### src/rtl/control_fifo_pkg.sv
// Shared constants, serializer state encoding and sizing helper for the
// control FIFO family.
package control_fifo_pkg;

  localparam int WORD_W         = 256;
  localparam int BYTE_W         = 8;
  localparam int BYTES_PER_WORD = WORD_W / BYTE_W;

  typedef enum logic {
    IDLE  = 1'b0,
    SHIFT = 1'b1
  } state_t;

  // Pointer width for a FIFO of the given depth; never narrower than one bit.
  function automatic int ptr_w(input int depth);
    return (depth > 1) ? $clog2(depth) : 1;
  endfunction

endpackage

### src/rtl/word_fifo_sync.sv
// Single-clock register FIFO of DEPTH words with registered level/full/empty.
// Level and flags are registered from the next-level value so they agree.
module word_fifo_sync
  import control_fifo_pkg::*;
#(
  parameter int W     = 256,
  parameter int DEPTH = 8
) (
  input  logic                     clk,
  input  logic                     rst_n,
  input  logic                     i_wr,
  input  logic                     i_rd,
  input  logic [W-1:0]             i_din,
  output logic [W-1:0]             o_dout,
  output logic [ptr_w(DEPTH):0]    o_level,
  output logic [ptr_w(DEPTH):0]    o_level_next,
  output logic                     o_full,
  output logic                     o_empty
);

  localparam int PW = ptr_w(DEPTH);
  localparam int LW = PW + 1;
  localparam logic [LW-1:0] FULL_LVL = LW'(DEPTH);

  logic [W-1:0]  r_mem [DEPTH];
  logic [PW-1:0] r_wr_ptr;
  logic [PW-1:0] r_rd_ptr;
  logic [LW-1:0] r_level;
  logic          r_full;
  logic          r_empty;
  logic          w_wr;
  logic          w_rd;
  logic [LW-1:0] w_level_next;

  // A write while full is dropped even if a read frees a slot this cycle.
  assign w_wr = i_wr & ~r_full;
  assign w_rd = i_rd & ~r_empty;

  always_comb begin
    w_level_next = r_level;
    case ({w_wr, w_rd})
      2'b10:   w_level_next = r_level + 1'b1;
      2'b01:   w_level_next = r_level - 1'b1;
      default: w_level_next = r_level;
    endcase
  end

  always_ff @(posedge clk) begin
    if (w_wr) begin
      r_mem[r_wr_ptr] <= i_din;
    end
  end

  always_ff @(posedge clk or negedge rst_n) begin
    if (!rst_n) begin
      r_wr_ptr <= '0;
      r_rd_ptr <= '0;
      r_level  <= '0;
      r_full   <= 1'b0;
      r_empty  <= 1'b1;
    end else begin
      if (w_wr) r_wr_ptr <= r_wr_ptr + 1'b1;
      if (w_rd) r_rd_ptr <= r_rd_ptr + 1'b1;
      r_level <= w_level_next;
      r_full  <= (w_level_next == FULL_LVL);
      r_empty <= (w_level_next == '0);
    end
  end

  assign o_dout       = r_mem[r_rd_ptr];
  assign o_level      = r_level;
  assign o_level_next = w_level_next;
  assign o_full       = r_full;
  assign o_empty      = r_empty;

endmodule

### src/rtl/control_unpack_fifo.sv
// Buffers wide datapath words and serializes each into bytes on a
// valid/ready stream, reloading back-to-back without a bubble.
module control_unpack_fifo
  import control_fifo_pkg::*;
#(
  parameter int WORD_W   = control_fifo_pkg::WORD_W,
  parameter int BYTE_W   = control_fifo_pkg::BYTE_W,
  parameter int DEPTH    = 8,
  parameter int AF_LEVEL = 6,
  parameter int AE_LEVEL = 1
) (
  input  logic                      clk,
  input  logic                      rst_n,
  input  logic                      wrreq,
  input  logic [WORD_W-1:0]         din,
  output logic                      full,
  output logic                      almost_full,
  output logic [$clog2(DEPTH):0]    wr_water_level,
  output logic                      overflow,
  output logic [BYTE_W-1:0]         dout,
  output logic                      dout_valid,
  input  logic                      ready,
  output logic                      last,
  output logic                      empty,
  output logic                      almost_empty
);

  localparam int NB = WORD_W / BYTE_W;
  localparam int CW = (NB > 1) ? $clog2(NB) : 1;
  localparam int LW = ptr_w(DEPTH) + 1;
  localparam logic [CW-1:0] LAST_IDX = CW'(NB - 1);
  localparam logic [LW-1:0] AF_LVL   = LW'(AF_LEVEL);
  localparam logic [LW-1:0] AE_LVL   = LW'(AE_LEVEL);

  state_t              r_state;
  state_t              w_state_next;
  logic [WORD_W-1:0]   r_shift;
  logic [CW-1:0]       r_byte_cnt;
  logic                r_dout_valid;
  logic                r_overflow;
  logic                r_almost_full;
  logic                r_almost_empty;
  logic                r_empty;
  logic                w_pop;
  logic                w_handshake;
  logic                w_last_byte;
  logic [WORD_W-1:0]   w_fifo_dout;
  logic [LW-1:0]       w_level;
  logic [LW-1:0]       w_level_next;
  logic                w_fifo_full;
  logic                w_fifo_empty;

  word_fifo_sync #(
    .W     (WORD_W),
    .DEPTH (DEPTH)
  ) u_word_fifo (
    .clk          (clk),
    .rst_n        (rst_n),
    .i_wr         (wrreq),
    .i_rd         (w_pop),
    .i_din        (din),
    .o_dout       (w_fifo_dout),
    .o_level      (w_level),
    .o_level_next (w_level_next),
    .o_full       (w_fifo_full),
    .o_empty      (w_fifo_empty)
  );

  assign w_handshake = r_dout_valid & ready;
  assign w_last_byte = w_handshake && (r_byte_cnt == LAST_IDX);

  always_comb begin
    w_state_next = r_state;
    w_pop        = 1'b0;
    case (r_state)
      IDLE: begin
        if (!w_fifo_empty) begin
          w_pop        = 1'b1;
          w_state_next = SHIFT;
        end
      end
      SHIFT: begin
        // Reload on the final byte's edge so consecutive words have no gap.
        if (w_last_byte) begin
          if (!w_fifo_empty) w_pop = 1'b1;
          else               w_state_next = IDLE;
        end
      end
      default: w_state_next = IDLE;
    endcase
  end

  always_ff @(posedge clk or negedge rst_n) begin
    if (!rst_n) begin
      r_state        <= IDLE;
      r_shift        <= '0;
      r_byte_cnt     <= '0;
      r_dout_valid   <= 1'b0;
      r_overflow     <= 1'b0;
      r_almost_full  <= 1'b0;
      r_almost_empty <= 1'b1;
      r_empty        <= 1'b1;
    end else begin
      r_state <= w_state_next;
      if (w_pop)            r_shift <= w_fifo_dout;
      else if (w_handshake) r_shift <= r_shift >> BYTE_W;
      if (w_pop || w_last_byte) r_byte_cnt <= '0;
      else if (w_handshake)     r_byte_cnt <= r_byte_cnt + 1'b1;
      r_dout_valid   <= (w_state_next == SHIFT);
      r_overflow     <= wrreq & w_fifo_full;
      r_almost_full  <= (w_level_next >= AF_LVL);
      r_almost_empty <= (w_level_next <= AE_LVL);
      r_empty        <= (w_level_next == '0) && (w_state_next == IDLE);
    end
  end

  assign full           = w_fifo_full;
  assign almost_full    = r_almost_full;
  assign wr_water_level = w_level;
  assign overflow       = r_overflow;
  assign dout           = r_shift[BYTE_W-1:0];
  assign dout_valid     = r_dout_valid;
  assign last           = r_dout_valid && (r_byte_cnt == LAST_IDX);
  assign empty          = r_empty;
  assign almost_empty   = r_almost_empty;

endmodule

### config.mk
export PLATFORM = sky130hd
export DESIGN_NAME = control_unpack_fifo
export DESIGN_NICKNAME = d
export VERILOG_FILES = /design/src/rtl/control_fifo_pkg.sv /design/src/rtl/word_fifo_sync.sv /design/src/rtl/control_unpack_fifo.sv
export SDC_FILE = /design/constraint.sdc
export NUM_CORES = 2
export LEC_CHECK = 0
export CAP_MARGIN = 40
export CORE_AREA = 10 10 414 416
export CTS_CLUSTER_SIZE = 25
export DETAILED_ROUTE_END_ITERATION = 12
export DIE_AREA = 0 0 424 426
export MAX_ROUTING_LAYER = met4
export PLACE_DENSITY = 0.75
export SYNTH_ARGS = -nofsm -noshare
export SYNTH_HDL_FRONTEND = slang
export SYNTH_SLANG_ARGS = --single-unit
### constraint.sdc
create_clock -name clk -period 26.1 [get_ports clk]
set_input_delay 6.525 -clock clk [delete_from_list [all_inputs] [get_ports clk]]
set_output_delay 6.525 -clock clk [all_outputs]
set_load 0.01 [all_outputs]
==> After elaboration in Yosys (flattened, before gate mapping) <==
Memory sizes are Yosys's and may differ from the RTL's.
Cells that the tools add are included.
{ "word_totals": {"register_bits": 278, "mem_bits_rw": 2048, "in_bits": 260, "word_cells": 51, "memories": 1} }
{ "op_classes": {"addsub": 5, "magnitude_cmp": 2, "n_eq_ne": 4, "n_mux": 12, "n_bitwise": 8, "reduce_logical": 7} }
{ "memory_table": {"columns": ["name", "depth", "width", "read_ports", "rd_ports_with_merged_regs", "write_ports", "line_no", "source"], "rows": [
  ["u_word_fifo.r_mem", 8, 256, 1, 0, 1, "word_fifo_sync.sv:25", "logic [W-1:0] r_mem [DEPTH];"]
]} }
{ "ops": {"columns": ["operator", "count"], "rows": [
  ["2-to-1 mux 256 bit", 2],
  ["2-to-1 mux 5 bit", 2],
  ["one-hot mux 4 bit (2 select lines)", 1],
  ["adder 3 x 1 -> 3 bit, second input constant", 2],
  ["adder 5 x 1 -> 5 bit, second input constant", 1],
  ["== test 5 bit, second input constant", 1],
  ["2-to-1 mux 1 bit", 5],
  ["adder 4 x 1 -> 4 bit, second input constant", 1],
  ["bitwise AND 1 bit", 4],
  ["== test 4 bit, second input constant", 1],
  [">= comparator 4 x 3 -> 1 bit, second input constant", 1],
  ["less-or-equal comparator 4 x 1 -> 1 bit, second input constant", 1],
  ["zero test 4 bit", 1],
  ["inverter 1 bit", 4],
  ["one-hot mux 1 bit (2 select lines)", 2],
  ["nonzero test 2 bit", 2],
  ["subtractor 4 x 1 -> 4 bit, second input constant", 1],
  ["logical AND 1 bit", 3],
  ["== test 2 x 1 -> 1 bit, second input constant", 1],
  ["== test 2 bit, second input constant", 1],
  ["logical OR 1 bit", 1]
]} }

==> Logic depth before layout (Yosys ltp) <==
{ "logic_depth": {"ltp_word": 9, "depth_mapped": 15, "depth_no_buf": 14} }

==> Modules after synthesis <==
Synthesis repeated with hierarchy kept, for this count alone.
{ "unflattened": {"hier_cells": 3915, "hier_area_um2": 90314.1} }
{ "modules_own_cells": {"columns": ["module", "instances", "cells_per_inst", "area_per_inst_um2", "seq_area_each_um2"], "rows": [
  ["word_fifo_sync", 1, 3030, 77221.6, 61800.5],
  ["control_unpack_fifo", 1, 885, 13092.6, 6658.9]
]} }

==> Least setup slack after synthesis <==
No wires, ideal clock.
{ "synth_timing": {"path_kind": "input -> register", "start": "input port wrreq", "end": "memory u_word_fifo.r_mem[0][0] (enable)", "setup_time_ns": 1.504, "arrival_time_ns": 31.332, "required_time_ns": 24.596, "setup_slack_ns": -6.737, "stages": 3, "n_path_buf": 0, "cell_sequence": "nor2b_1 -> clkinv_1 -> nor4_1"} }
{ "synth_between": {"elab_chain_len": 3} }
{ "synth_rtl": {"columns": ["element", "line_no", "source"], "rows": [
  ["start, declared", "control_unpack_fifo.sv:14", "input logic wrreq,"],
  ["bitwise AND 1 bit", "word_fifo_sync.sv:36", "assign w_wr = i_wr & ~r_full;"],
  ["2-to-1 mux 1 bit", "word_fifo_sync.sv:49", "if (w_wr) begin"],
  ["2-to-1 mux 1 bit (implied by the code)", "word_fifo_sync.sv:50", "r_mem[r_wr_ptr] <= i_din;"],
  ["end, declared", "word_fifo_sync.sv:25", null]
]} }
Every way passes these cells.

==> Worst setup path in the final report <==
{ "layout_timing": {"start": "input port ready", "end": "register r_shift[71]"} }
{ "layout_between": {"elab_chain_len": 5} }
{ "layout_rtl": {"columns": ["element", "line_no", "source"], "rows": [
  ["start, declared", "control_unpack_fifo.sv:22", "input logic ready,"],
  ["bitwise AND 1 bit (*)", "control_unpack_fifo.sv:69", "assign w_handshake = r_dout_valid & ready;"],
  ["logical AND 1 bit", "control_unpack_fifo.sv:70", "assign w_last_byte = w_handshake && (r_byte_cnt == LAST_IDX);"],
  ["2-to-1 mux 1 bit", "control_unpack_fifo.sv:84", "if (w_last_byte) begin"],
  ["one-hot mux 1 bit (2 select lines)", "control_unpack_fifo.sv:75", "case (r_state)"],
  ["2-to-1 mux 256 bit / nonzero test 2 bit (equally long branches)", null, null],
  ["end signal, assigned", "control_unpack_fifo.sv:105", "if (w_pop) r_shift <= w_fifo_dout;"],
  ["end signal, assigned", "control_unpack_fifo.sv:106", "else if (w_handshake) r_shift <= r_shift >> BYTE_W;"],
  ["end, declared", "control_unpack_fifo.sv:37", "logic [WORD_W-1:0] r_shift;"]
]} }
Every way passes the cells marked *; elsewhere a longest branch is shown, timed or not.
A chain may end at the register's enable or synchronous reset.

==> impl_metrics.csv <==
group,metric,value,unit
run_status,outcome,"finished, final reports clean",
clock_network,cts_tree,"built",
synthesis,async_reset_ff_share,12.0,%
floorplan,start_util,54.7,%
sta,worst_pin_slew,1.17,ns
clock_network,h-tree-depth,4,
synthesis,yosysMostFrequentCell,"edfxtp_1",
clock_network,worstSkewPairLatency,0.86,ns
synthesis,ys_seq_elements,2326,
synthesis,synthCells,4487,
cells_and_area,final_util,62.5,%
sta,setup_viol,0,
place,dpl-instance-area,0.0944,mm²
power_and_ir_drop,clkPwrFrac,32.9,%
detailed_routing,wl_per_cell,26.9,µm
cells_and_area,drive_gt1_share,19.0,%
detailed_routing,route.detailed.drc,0,
synthesis,synth_cell_types,39,
synthesis,netlist_area,0.0890,mm²
critical_path,reg2reg_slack,21.55,ns
floorplan,rows,148,
clock_network,post_cts_buffers,0,
detailed_routing,drt-pass1-iter-count,5,
power_and_ir_drop,seqPwrFrac,51.6,%
power_and_ir_drop,p_sw_share,25.0,%
sta,worst_clock_skew,0.0337,ns
critical_path,crit_path_start_kind,"input port",
global_routing,grt_overflow,0,
sta,slew_headroom,21.7,%
power_and_ir_drop,p_int,7.13,mW
sta,finalSetupTns,0,ns
clock_network,ctsResizeCount,0,
detailed_routing,drt_first_iter_violations,3900,
place,place_inst,6730,
global_routing,grt_pass1_wl,294000,µm
clock_network,root_buffer,"clkbuf_16",
synthesis,syn_avg_cell_area,19.8,µm²
power_and_ir_drop,combPwrFrac,15.5,%
clock_network,numCtsBuffers,218,
place,port_buffers,278,
cells_and_area,layoutNonFillerInstCount,7203,
clock_network,clk_pin_slew,0.06,ns
power_and_ir_drop,vdd.ir_drop.worst,0.0802,mV
place,dp_hpwl,103000,µm
critical_path,path_max_fanout,140,
critical_path,critPathCaptureType,"flip-flop",
detailed_routing,avgViaCountPerCell,6.11,
synthesis,ys_seq_area_share,76.9,%
synthesis,synth_edf_count,2048,
floorplan,dieArea,0.181,mm²
cells_and_area,nFillCells,11000,
global_routing,grt_pass1_vias,45700,
job,drv_cap,0,
sta,rsz0062_at_grt,"no",
synthesis,yosysTopAreaCell,"edfxtp_1",
cells_and_area,nets,5041,
synthesis,yosys-top-cells-area,"edfxtp_1, mux4_2, dfrtp_1",
clock_network,ctsHoldBuffers,0,
sta,drv_slew,0,
floorplan,core_area,0.163,mm²
power_and_ir_drop,p_leak,32.3,nW
power_and_ir_drop,powerDensity,93.5,mW/mm²
detailed_routing,postRouteAntennaNets,0,
cells_and_area,area_growth,14.3,%
synthesis,syn_nets,4753,
detailed_routing,wirelength,194000,µm
detailed_routing,routed-via-count,44000,
sta,hold_viol,0,
global_routing,grt_max_degree,179,
global_routing,track_usage,22.1,%
sta,fin_crit,9.55,ns
critical_path,crit_arrival,10.31,ns
clock_network,max-clock-path-buffers,3,
floorplan,die_y,426,µm
critical_path,worstPathRequired,26.86,ns
synthesis,ys_warn_count,0,
place,place.gp.congestion,0.758,
power_and_ir_drop,p_sw,2.38,mW
synthesis,synth_top_area_share,69.1,%
min_path,hold_class,"flip-flop to flip-flop",
global_routing,antenna_found_initial,83,
sta,fmax,105,MHz
clock_network,tritoncts_num_sinks,2326,
synthesis,netlist_top_cells_count,"edfxtp_1, mux4_2, nand2_1",
synthesis,ys.flop_type,"edfxtp_1",
cells_and_area,fin_area,0.102,mm²
floorplan,ios,279,
critical_path,critPathKind,"input port to flip-flop",
floorplan,dieWidth,424,µm
sta,fin_crit_sh,36.6,%
-- worst paths after layout --
path,start,cells past startpoint,end
setup / recovery,ready,10,r_shift[71]$_DFFE_PN0P_
max in group asynchronous,rst_n,3,r_shift[77]$_DFFE_PN0P_
hold / removal,r_shift[255]$_DFFE_PN0P_,2,r_shift[255]$_DFFE_PN0P_
hold reg to reg,r_shift[255]$_DFFE_PN0P_,2,r_shift[255]$_DFFE_PN0P_
setup reg to reg,u_word_fifo.r_rd_ptr[0]$_DFFE_PN0P_,7,r_shift[94]$_DFFE_PN0P_
min in group asynchronous,rst_n,1,r_shift[195]$_DFFE_PN0P_
-- sequential cells by signal, indices dropped and copies added, names as in the netlist --
name and flops:
almost_empty 1, almost_full 1, dout_valid 1, empty 1
overflow 1, r_byte_cnt 5, r_shift 256, u_word_fifo.o_empty 1
u_word_fifo.o_full 1, u_word_fifo.o_level 4, u_word_fifo.r_mem 2048, u_word_fifo.r_rd_ptr 3
u_word_fifo.r_wr_ptr 3
-- per-layer routing --
| metal | vias to the layer above | wire, µm | GRT usage [%] |
|---|---|---|---|
| li1 | 18800 | - | - |
| met5 | - | 0 | - |
| met4 | 0 | 5310 | 7.59 |
| met1 | 23400 | 76700 | 28.1 |
| met3 | 321 | 11900 | 4.12 |
| met2 | 1450 | 99800 | 36.1 |
-- area by class of cell --
class / instances / area (µm²) / area share [%]
timing repair buffer: 361 / 3990 / 3.93
clock inverter: 121 / 1240 / 1.22
antenna: 55 / 138 / 0.135
sequential: 2326 / 68500 / 67.3
multi-input combinational: 1859 / 19200 / 18.9
clock buffer: 297 / 5910 / 5.81
inverter: 9 / 33.8 / 0.0332
tap: 2175 / 2720 / 2.68
-- power by group through the flow --
stage	clock [mW]	combinational (mW)	sequential, mW
final	3.13	1.47	4.90
after global placement	0	1.45	4.94
after floorplan	0	1.07	5.15
after CTS	3.18	1.51	4.90
after detailed placement	0	1.50	4.97
after global routing	3.33	1.60	4.95
-- through the flow --
stage	power (mW)	hold WS (ns)	setup slack [ns]
3_5_place_dp	6.47	0.501	15.69
3_3_place_gp	6.39	0.484	15.41
5_1_grt	9.88	0.543	16.28
4_1_cts	9.60	0.516	16.60
6_report	9.51	0.511	16.55
2_1_floorplan	6.22	0.469	0.369
-- cells by family after synthesis --
logic type                 synth area share [%]
AOI/OAI and AO/OA                          4.03
xor gates and xnor gates                  0.107
adders and majority gates                0.0844
buffers and inverters                      1.61
DFF                                        76.9
muxes                                      13.1
and+or+nand+nor                            4.14
-- critical path: stages --
cell             delay, ns
clkdlybuf4s50_1       0.56
nand2_1               0.12
nand2_1               0.11
nand2_4               0.51
buf_12                0.53
buf_4                 0.78
buf_4                 0.35
buf_16                0.29
a211oi_1              0.08
a31oi_1               0.23
-- layout by cell type (no fill, tap or decap), types with 45 or more instances in the layout --
cell type,n
nor2b_1,249
clkinv_2,47
clkbuf_1,63
dfrtp_1,272
a31oi_1,250
a211oi_1,248
mux4_2,512
buf_4,45
edfxtp_1,2048
clkdlybuf4s50_1,277
clkbuf_16,218
nand2_1,510
diode_2,55
(Power assumes the default switching activity.)
